==> src/rtl/thermo32_expander_pkg.sv <==
// Shared types and helpers for the count-to-thermometer expander.
// Provides the stage record, sizing constants and the 3-bit partial decode.
package thermo_pkg;

  localparam int NBITS_DEF  = 32;
  localparam int CW_DEF     = 6;
  localparam int BYTE_W     = 8;
  localparam int NBYTES_MAX = NBITS_DEF / BYTE_W;

  typedef struct packed {
    logic              valid;
    logic [CW_DEF-1:0] count;
    logic              sat;
  } stage_t;

  // Ones in positions [n-1:0] of one byte.
  function automatic logic [BYTE_W-1:0] lo_therm(input logic [2:0] n);
    logic [BYTE_W-1:0] t;
    t = '0;
    for (int i = 0; i < BYTE_W; i++) begin
      t[i] = (3'(i) < n);
    end
    return t;
  endfunction

endpackage

==> src/rtl/thermo32_expander_if.sv <==
// Valid/ready bundle between a count producer and the thermometer expander.
// The expander takes the slave view; the driving agent takes the master view.
interface thermo32_expander_if #(
  parameter int NBITS = thermo_pkg::NBITS_DEF,
  parameter int CW    = thermo_pkg::CW_DEF
);
  logic             in_valid;
  logic             in_ready;
  logic [CW-1:0]    in_count;
  logic             out_valid;
  logic             out_ready;
  logic [NBITS-1:0] out_word;
  logic             out_sat;
  logic             out_err;

  modport master (
    output in_valid, in_count, out_ready,
    input  in_ready, out_valid, out_word, out_sat, out_err
  );

  modport slave (
    input  in_valid, in_count, out_ready,
    output in_ready, out_valid, out_word, out_sat, out_err
  );
endinterface

==> src/rtl/popcount_tree.sv <==
// Balanced pairwise adder-tree population count; compiled only with THERMO_CHECK_EN.
// N must be a power of two and W wide enough to hold N.
`ifdef THERMO_CHECK_EN
module popcount_tree #(
  parameter int N = 32,
  parameter int W = 6
) (
  input  logic [N-1:0] bits,
  output logic [W-1:0] count
);
  localparam int LVLS = $clog2(N);

  logic [W-1:0] sum [LVLS+1][N];

  always_comb begin
    for (int l = 0; l <= LVLS; l++) begin
      for (int i = 0; i < N; i++) begin
        sum[l][i] = '0;
      end
    end
    for (int i = 0; i < N; i++) begin
      sum[0][i] = W'(bits[i]);
    end
    for (int l = 0; l < LVLS; l++) begin
      for (int i = 0; i < (N >> (l + 1)); i++) begin
        sum[l+1][i] = sum[l][2*i] + sum[l][2*i+1];
      end
    end
  end

  assign count = sum[LVLS][0];
endmodule
`endif

==> src/rtl/thermo8_dec.sv <==
// 3-bit count to 8-bit LSB-first thermometer, purely combinational.
module thermo8_dec
  import thermo_pkg::*;
(
  input  logic [2:0]        cnt,
  output logic [BYTE_W-1:0] therm
);
  assign therm = lo_therm(cnt);
endmodule

==> src/rtl/thermo32_expander.sv <==
// Three-stage count-to-thermometer expander (clamp, byte decode, compose) with a global stall.
// Define THERMO_CHECK_EN to add a sticky popcount self-check on every emitted word (out_err).
module thermo32_expander
  import thermo_pkg::*;
#(
  parameter int NBITS = NBITS_DEF,
  parameter int CW    = CW_DEF
) (
  input logic                clk,
  input logic                rst_n,
  thermo32_expander_if.slave bus
);

  logic advance;

  stage_t                s1_d, s1_q;
  logic [CW-1:0]         in_count_w;
  logic [CW_DEF-1:0]     in_cnt;

  logic                  s2_valid_q, s2_sat_q;
  logic [2:0]            s2_hi_d, s2_hi_q;
  logic [NBYTES_MAX-1:0] s2_full_d, s2_full_q;
  logic [BYTE_W-1:0]     s2_lo_d, s2_lo_q;

  logic [NBITS_DEF-1:0]  s3_word;
  logic                  out_valid_d, out_valid_q;
  logic [NBITS-1:0]      out_word_d, out_word_q;
  logic                  out_sat_d, out_sat_q;
  logic                  out_err_d, out_err_q;

  // A held output freezes the whole pipe; bubbles advance like real words.
  assign advance      = ~(out_valid_q & ~bus.out_ready);
  assign bus.in_ready = advance;
  assign in_count_w   = bus.in_count;

  // S1: clamp oversize counts to NBITS and flag the saturation.
  always_comb begin
    // NOTE: every always_comb output gets a default first, so no path can infer a latch.
    s1_d       = '0;
    in_cnt     = CW_DEF'(in_count_w);
    s1_d.valid = bus.in_valid;
    if (bus.in_valid) begin
      if (in_cnt > CW_DEF'(NBITS)) begin
        s1_d.count = CW_DEF'(NBITS);
        s1_d.sat   = 1'b1;
      end else begin
        s1_d.count = in_cnt;
      end
    end
  end

  // S2: hi selects how many bytes are full, lo is the partial byte; 32 gives hi=4, lo=0.
  thermo8_dec u_lo_dec (
    .cnt   (s1_q.count[2:0]),
    .therm (s2_lo_d)
  );

  always_comb begin
    s2_hi_d   = s1_q.count[CW_DEF-1:3];
    s2_full_d = '0;
    for (int k = 0; k < NBYTES_MAX; k++) begin
      s2_full_d[k] = (3'(k) < s2_hi_d);
    end
  end

  // S3: full bytes are FF, byte hi takes the partial, the rest stay zero.
  always_comb begin
    s3_word = '0;
    for (int k = 0; k < NBYTES_MAX; k++) begin
      if (s2_full_q[k]) begin
        s3_word[k*BYTE_W +: BYTE_W] = '1;
      end else if (3'(k) == s2_hi_q) begin
        s3_word[k*BYTE_W +: BYTE_W] = s2_lo_q;
      end
    end
  end

  always_comb begin
    out_valid_d = s2_valid_q;
    out_word_d  = s3_word[NBITS-1:0];
    out_sat_d   = s2_sat_q;
  end

`ifdef THERMO_CHECK_EN
  logic [CW_DEF-1:0] s2_count_q;
  logic [CW_DEF-1:0] pop_cnt;

  popcount_tree #(.N(NBITS_DEF), .W(CW_DEF)) u_pop (
    .bits  (s3_word),
    .count (pop_cnt)
  );

  // Bubbles never raise the flag; once set it stays until reset.
  always_comb begin
    out_err_d = out_err_q | (s2_valid_q & (pop_cnt != s2_count_q));
  end

  always_ff @(posedge clk or negedge rst_n) begin
    if (!rst_n) begin
      s2_count_q <= '0;
    end else if (advance) begin
      s2_count_q <= s1_q.count;
    end
  end
`else
  always_comb begin
    out_err_d = 1'b0;
  end
`endif

  always_ff @(posedge clk or negedge rst_n) begin
    if (!rst_n) begin
      // NOTE: datapath registers are reset along with the valid bits so out_word reads 0 after reset.
      s1_q        <= '0;
      s2_valid_q  <= 1'b0;
      s2_sat_q    <= 1'b0;
      s2_hi_q     <= '0;
      s2_full_q   <= '0;
      s2_lo_q     <= '0;
      out_valid_q <= 1'b0;
      out_word_q  <= '0;
      out_sat_q   <= 1'b0;
      out_err_q   <= 1'b0;
    end else if (advance) begin
      // NOTE: non-blocking assignments so every stage samples the pre-edge value of the one before it.
      s1_q        <= s1_d;
      s2_valid_q  <= s1_q.valid;
      s2_sat_q    <= s1_q.sat;
      s2_hi_q     <= s2_hi_d;
      s2_full_q   <= s2_full_d;
      s2_lo_q     <= s2_lo_d;
      out_valid_q <= out_valid_d;
      out_word_q  <= out_word_d;
      out_sat_q   <= out_sat_d;
      out_err_q   <= out_err_d;
    end
  end

  assign bus.out_valid = out_valid_q;
  assign bus.out_word  = out_word_q;
  assign bus.out_sat   = out_sat_q;
  assign bus.out_err   = out_err_q;

endmodule

==> src/flat_wrapper.sv <==
// flat-port wrapper written by rule: the top's interface ports become plain ports
module thermo32_expander_flat import thermo_pkg::*;
#(
  parameter int NBITS = NBITS_DEF,
  parameter int CW    = CW_DEF
)
  (clk, rst_n, bus_in_valid, bus_in_count, bus_out_ready, bus_in_ready, bus_out_valid, bus_out_word, bus_out_sat, bus_out_err);
  thermo32_expander_if #(.NBITS(NBITS), .CW(CW)) bus_i ();
  input logic clk;
  input logic rst_n;
  input wire logic [$bits(bus_i.in_valid)-1:0] bus_in_valid;
  input wire logic [$bits(bus_i.in_count)-1:0] bus_in_count;
  input wire logic [$bits(bus_i.out_ready)-1:0] bus_out_ready;
  output wire logic [$bits(bus_i.in_ready)-1:0] bus_in_ready;
  output wire logic [$bits(bus_i.out_valid)-1:0] bus_out_valid;
  output wire logic [$bits(bus_i.out_word)-1:0] bus_out_word;
  output wire logic [$bits(bus_i.out_sat)-1:0] bus_out_sat;
  output wire logic [$bits(bus_i.out_err)-1:0] bus_out_err;
  assign bus_i.in_valid = bus_in_valid;
  assign bus_i.in_count = bus_in_count;
  assign bus_i.out_ready = bus_out_ready;
  assign bus_in_ready = bus_i.in_ready;
  assign bus_out_valid = bus_i.out_valid;
  assign bus_out_word = bus_i.out_word;
  assign bus_out_sat = bus_i.out_sat;
  assign bus_out_err = bus_i.out_err;
  thermo32_expander #(.NBITS(NBITS), .CW(CW)) u_core (.clk(clk), .rst_n(rst_n), .bus(bus_i));
endmodule
==> config.mk <==
export PLATFORM = sky130hd
export DESIGN_NAME = thermo32_expander_flat
export DESIGN_NICKNAME = d
export VERILOG_FILES = /design/src/rtl/thermo32_expander_pkg.sv /design/src/rtl/thermo32_expander_if.sv /design/src/rtl/popcount_tree.sv /design/src/rtl/thermo8_dec.sv /design/src/rtl/thermo32_expander.sv /design/src/flat_wrapper.sv
export SDC_FILE = /design/constraint.sdc
export NUM_CORES = 1
export LEC_CHECK = 0
export CORE_MARGIN = 8
export CORE_UTILIZATION = 50
export DETAILED_ROUTE_END_ITERATION = 6
export GPL_TIMING_DRIVEN = 0
export PLACE_DENSITY = 0.89
export SYNTH_ARGS = -nofsm -noshare
export SYNTH_HDL_FRONTEND = slang
export SYNTH_SLANG_ARGS = --single-unit
==> constraint.sdc <==
create_clock -name clk -period 1.4 [get_ports clk]
set_input_delay 0.21 -clock clk [delete_from_list [all_inputs] [get_ports clk]]
set_output_delay 0.21 -clock clk [all_outputs]
set_load 0.02 [all_outputs]
==> out/qor.yml, run 1 <==
place.gp.congestion: 0.804
grt-ovfl-total: 0
num_vias: 1849
ys_types: 25
synth_top_cells_by_count: "nand2_1, dfrtp_1, nor2_1"
tns_ns: 0
drive_above_1_share: 0.138
dieHeight_um: 83.9
finalSetupViolCount: 0
hp-class: "input port to asynchronous set/reset pin"
grt_pass1_vias: 1921
finClkSkew_ns: 0.00786
cp_max_fo: 8
setup.worst_path.end_class: "primary output"
cts.root.buffer_cell: "clkbuf_8"
r2r_slack_ns: 0.07
path_clk_slew_ns: 0.06
cts-htree-levels: 3
dpl.cell_count: 330
die_w_um: 83.9
crit_end: "bus_in_ready"
drv_cap: 0
drt-initial-drc-count: 122
max_freq_mhz: 731
r2r-end: "u_core.bus.out_word[6]"
diodes: 0
grt_usage: 0.169
outcome: "finished, final reports clean"
synth.area.top_cells: "dfrtp_1, nand2_1, a21oi_1"
port-buffer-count: 44
dr.pass1.iters: 4
p_total_w: 0.00650
ys_ff_latch: 57
hpwl_mm: 3.60
worst-path-stages: 4
io_pins: 46
cp_data_required_time_ns: 1.19
yosysSeqAreaShare: 0.619
ys_dominant_reg_cell: "dfrtp_1"
routed_via_density: 5.30
min_period_ns: 1.37
synth.yosys.warnings: 0
cts_buffers: 9
nFillCells: 328
fin_crit_sh: 0.977
antenna_found_initial: 0
finalNetCount: 302
syn_nets: 243
cts.sinks: 57
insertion_delay_ns: 0.34
power-per-cell-area_nw_per_um2: 2140
synth_area_leader_cell: "dfrtp_1"
critical_path_class: "flip-flop to primary output"
critical_path.top_delay_family: "flip-flops"
rr_worst_depth: 4
wl_mm: 5.44
cp_slowest_stage_delay_ns: 0.38
clk_path_buf_depth: 2
path_buf_inv: 3
crit_chain: "nor2b_4, buf_6, inv_4, buf_8"
critPathSlowestCell: "dfrtp_1"
initial_core_util: 0.526
place_area_um2: 2830
grt_pass1_wl_mm: 9.52
synthMostInstantiatedCell: "nand2_1"
finalNonFillerCells: 349
syn-mean-instance-area_um2: 9.89
fin_hold_ws_ns: 0.306
slew_violations: 0
cts_tree: "built"
syn_to_final_growth_pct: 31.7
dieArea_um2: 7040
design_area_um2: 3040
remaining_drc_errors: 0
synth-edff-count: 0
core_area_um2: 4380
ys_async_sr_fraction: 1.00
power_leakage_nw: 1.47
startpoint: "u_core.bus.out_valid"
rsz0062_at_grt: "true"
peakVddDrop_mv: 0.696
wire_per_inst_um: 15.6
startpoint_type: "flip-flop"
hold_violations: 0
placementRows: 24
synth.top_cell.area_share: 0.619
cp.arrival_ns: 1.16
synth_area_um2: 2300
synthCells: 233
grt_max_degree: 44
r2r_start: "u_core.bus.out_valid"
drtAntennaViolNets: 0
-- state kept, by name, indices dropped and copies added, names as in the netlist --
register and cells:
u_core.bus.out_word 32, u_core.s1_q 8, u_core.s2_lo_q 7, u_core.s2_full_q 4
u_core.s2_hi_q 2, u_core.bus.out_sat 1, u_core.bus.out_valid 1, u_core.out_sat_d 1
u_core.out_valid_d 1
-- how the worst min path moves through the flow --
stage | slack [ns] | cells after the start | to | startpoint
finish | 0.31 | 2 | u_core.out_valid_d | rst_n
global placement | 0.45 | 2 | u_core.out_valid_d | u_core.out_valid_d
detailed placement | 0.14 | 1 | u_core.bus.out_valid | rst_n
floorplan | -0.09 | 0 | u_core.bus.out_sat | rst_n
CTS | 0.32 | 2 | u_core.bus.out_valid | rst_n
global route | 0.34 | 2 | u_core.out_valid_d | rst_n
-- cell type report --
type | count | area [um^2] | share of cell area
well taps | 52 | 65.1 | 0.0214
clock inverters | 2 | 35.0 | 0.0115
flip-flops and latches | 57 | 1430 | 0.470
clock buffers | 14 | 173 | 0.0569
multi-input cells | 164 | 801 | 0.264
repair buffers | 50 | 458 | 0.151
inverters | 1 | 6.26 | 0.00206
plain buffers | 9 | 71.3 | 0.0235
-- metrics by stage --
step	worst slack, ns	util
2_1_floorplan	0.0880	-
3_3_place_gp	-1.49	0.641
3_5_place_dp	-0.716	0.644
4_1_cts	-0.0569	0.690
5_1_grt	-0.0147	0.692
6_report	0.0318	0.692
-- cells by family after synthesis --
family | after synthesis | share of synthesized area
and+or+nand+nor | 117 | 0.223
DFF | 57 | 0.619
AOI/OAI and AO/OA | 46 | 0.116
buffers and inverters | 12 | 0.0407
other | 1 | 0.00163
-- power breakdown --
| part | switching, W | internal, W |
|---|---|---|
| logic | 0.00140 | 0.000892 |
| registers | 0.000410 | 0.00222 |
| clock network | 0.000617 | 0.000966 |
| total | 0.00243 | 0.00407 |
-- routing by layer --
metal	wire (um)	GRT usage	vias to the layer above
met2	2640	0.250	69
met1	2340	0.210	890
met5	0	0	-
met3	364	0.0615	9
met4	90	0.0863	0
li1	-	-	881
-- timing repair --
action / 4_1_cts / 5_1_grt
hold buffers: 1 / 0
endpoints found under the setup margin: 35 / 21
endpoints found under the hold margin: 14 / 0
resized for setup: 45 / 4
setup buffers: 2 / 2
-- cells in the final DEF (no fill, tap or decap), drive strengths merged, types with 3 or more instances in the layout --
cell,Yosys,layout
a21oi,30,30
a22o,6,6
buf,11,16
clkbuf,0,14
clkdlybuf4s50,0,8
dfrtp,57,57
dlygate4sd2,0,34
nand2,71,71
nor2,33,33
nor3b,3,3
o21ai,5,5
(Power assumes the default switching activity.)
==> run 2, diff against run 1 <==
--- a/config.mk
+++ b/config.mk
@@ -5,7 +5,7 @@
 export SDC_FILE = /design/constraint.sdc
 export NUM_CORES = 1
 export LEC_CHECK = 0
-export CORE_MARGIN = 8
+export CORE_ASPECT_RATIO = 1.1
 export CORE_UTILIZATION = 50
 export DETAILED_ROUTE_END_ITERATION = 6
 export GPL_TIMING_DRIVEN = 0
==> run 2 against run 1 <==
  * Power is 4.5% lower
  * Combinational power hardly changed
  * Die area is 31% lower
  * Wire length is 7.9% lower
  * Cell count is 0.29% higher
  * First-iteration DRC count is 2.5% lower
  * Worst setup slack better by 0.019 ns
  * Sequential share of layout area is 0.47 points higher
  * Clock power is 17% lower
  * Largest power group unchanged
  * Fmax is 1.4% higher
==> out/qor.yml, run 2 (synthesized netlist as in run 1, its figures left out) <==
outcome: "finished, final reports clean"  # unchanged
dieArea_um2: 4890  # was 7040 um^2
fin_crit_sh: 0.963  # was 0.977
critical_path.top_delay_family: "simple AND/OR/NAND/NOR gates"  # was flip-flops
hpwl_mm: 3.26  # was 3.60 mm
routed_via_density: 5.34  # was 5.30
num_vias: 1869  # was 1849
rsz0062_at_grt: "false"  # was true
place.gp.congestion: 0.808  # was 0.804
cts_tree: "built"  # unchanged
cp_data_required_time_ns: 1.61  # was 1.19 ns
tns_ns: 0  # unchanged
worst_pin_slew_ns: 0.533
cts_buffers: 9  # unchanged
finalNetCount: 303  # was 302
cts.root.buffer_cell: "clkbuf_8"  # unchanged
largest_register_ffs: 32  # unchanged
core_area_um2: 4350  # was 4380 um^2
setup.worst_path.end_class: "flip-flop"  # was primary output
die_w_um: 66.7  # was 83.9 um
dieHeight_um: 73.2  # was 83.9 um
setup_ws_ns: 0.0513  # was 0.0318 ns
min_period_ns: 1.35  # was 1.37 ns
initial_core_util: 0.530  # was 0.526
slew-limit-headroom: 0.644
mostFrequentLayoutCells: "nand2_1, dfrtp_1, dlygate4sd2_1"  # unchanged
nFillCells: 324  # was 328
wire_per_inst_um: 14.3  # was 15.6 um
finClkSkew_ns: 0.00512  # was 0.00786 ns
io_pins: 46  # unchanged
p_sw_frac: 0.381  # was 0.373
wl_mm: 5.01  # was 5.44 mm
cp_slowest_stage_delay_ns: 0.37  # was 0.38 ns
cts.sinks: 57  # unchanged
netSwitchingPower_w: 0.00236  # was 0.00243 W
place_area_um2: 2830  # about the same
path_clk_slew_ns: 0.06  # about the same
dpl_worst_slack_ns: -0.718  # was -0.716 ns
drt-initial-drc-count: 119  # was 122
peakVddDrop_mv: 1.28  # was 0.696 mV
insertion_delay_ns: 0.33  # was 0.34 ns
cts-htree-levels: 3  # unchanged
remaining_drc_errors: 0  # unchanged
grt_usage: 0.238  # was 0.169
utilization: 0.691  # was 0.692
r2r_slack_ns: 0.05  # was 0.07 ns
cp.arrival_ns: 1.56  # was 1.16 ns
syn_to_final_growth_pct: 30.4  # was 31.7%
startpoint_type: "flip-flop"  # unchanged
hold_violations: 0  # unchanged
critPathSlowestCell: "dfrtp_1"  # unchanged
design_area_um2: 3010  # was 3040 um^2
max_freq_mhz: 741  # was 731 MHz
hp-class: "input port to asynchronous set/reset pin"  # unchanged
p_int_w: 0.00385  # was 0.00407 W
port-buffer-count: 44  # unchanged
slew_violations: 0  # unchanged
diodes: 0  # unchanged
critical_path_class: "flip-flop to flip-flop"  # was flip-flop to primary output
p_clk_frac: 0.211  # was 0.243
worst-path-stages: 5  # was 4
power_frac_comb: 0.366  # was 0.353
cp_max_fo: 8  # unchanged
seq_area_um2: 1430  # unchanged
antenna_found_initial: 0  # unchanged
grt_pass1_wl_mm: 8.25  # was 9.52 mm
finalSetupViolCount: 0  # unchanged
seqPwrFrac: 0.423  # was 0.404
grt_max_degree: 40  # was 44
clk_path_buf_depth: 2  # unchanged
grt_pass1_vias: 1748  # was 1921
power_leakage_nw: 1.45  # was 1.47 nW
path_buf_inv: 2  # was 3
layout_commonest_cell: "nand2_1"  # unchanged
dr.pass1.iters: 4  # unchanged
drive_above_1_share: 0.135  # was 0.138
multi_input_area_um2: 806  # was 801 um^2
drtAntennaViolNets: 0  # unchanged
grt-ovfl-total: 0  # unchanged
rr_worst_depth: 5  # was 4
crit_chain: "nor2b_4, buf_6, buf_4, or3_4, o22a_1"  # was nor2b_4, buf_6, inv_4, buf_8
power-per-cell-area_nw_per_um2: 2070  # was 2140 nW/um^2
placementRows: 25  # was 24
drv_cap: 0  # unchanged
run 2: cell types whose count changed in the layout (fill, tap and decap cells not counted):
cell       delta
or3_4         +1
buf_4         +1
clkbuf_1      +1
clkinv_2      -1
nor3_4        +1
clkbuf_8      -1
nor3b_2       +1
bufinv_16     -1
nor3_2        -1
nor3b_4       -1
or3_1         -1
run 2: path summary, 6_finish.rpt:
path | startpoint | endpoint
setup / recovery | u_core.bus.out_valid | u_core.s2_lo_q[0]
hold / removal | rst_n | u_core.bus.out_sat
setup reg to reg | u_core.bus.out_valid | u_core.s2_lo_q[0]
hold reg to reg | u_core.out_valid_d | u_core.bus.out_valid
max in group asynchronous | rst_n | u_core.bus.out_word[0]
min in group clk | u_core.out_valid_d | u_core.bus.out_valid
run 2: final cells by class:
class	count	area share
flip-flops and latches	57	0.475
repair buffers	51	0.155
multi-input cells	164	0.268
clock buffers	14	0.0541
plain buffers	9	0.0237
inverters	1	0.00208
well taps	54	0.0225
run 2: power groups by stage:
stage	Clock, W	Sequential [W]	Combinational [W]
6_report	0.00131	0.00263	0.00227
5_1_grt	0.00141	0.00270	0.00247
4_1_cts	0.00132	0.00261	0.00226
3_5_place_dp	0	0.00265	0.00253
3_3_place_gp	0	0.00264	0.00246
2_1_floorplan	0	0.00313	0.000817
run 2: repair_timing:
item / in CTS / in global routing
pin swaps: 0 / 1
hold endpoints to repair: 18 / 0
cloned: 0 / 0
hold buffers: 1 / 0
resized for setup: 44 / 6
buffers inserted: 2 / 3
endpoints found under the setup margin: 35 / 30
run 2: metrics by stage:
stage          instances  hold WS, ns  total power (W)
6_report             350        0.357          0.00621
5_1_grt              350        0.385          0.00658
4_1_cts              348        0.361          0.00620
3_5_place_dp         332        0.175          0.00518
3_3_place_gp         331        0.445          0.00510
2_1_floorplan        233      -0.0856          0.00394
run 2: per-layer routing:
layer / up-vias / wire length [um] / track usage
li1: 886 / - / -
met1: 896 / 2070 / 0.289
met2: 74 / 2500 / 0.367
met3: 13 / 315 / 0.0719
met4: 0 / 117 / 0.151
met5: - / 0 / 0
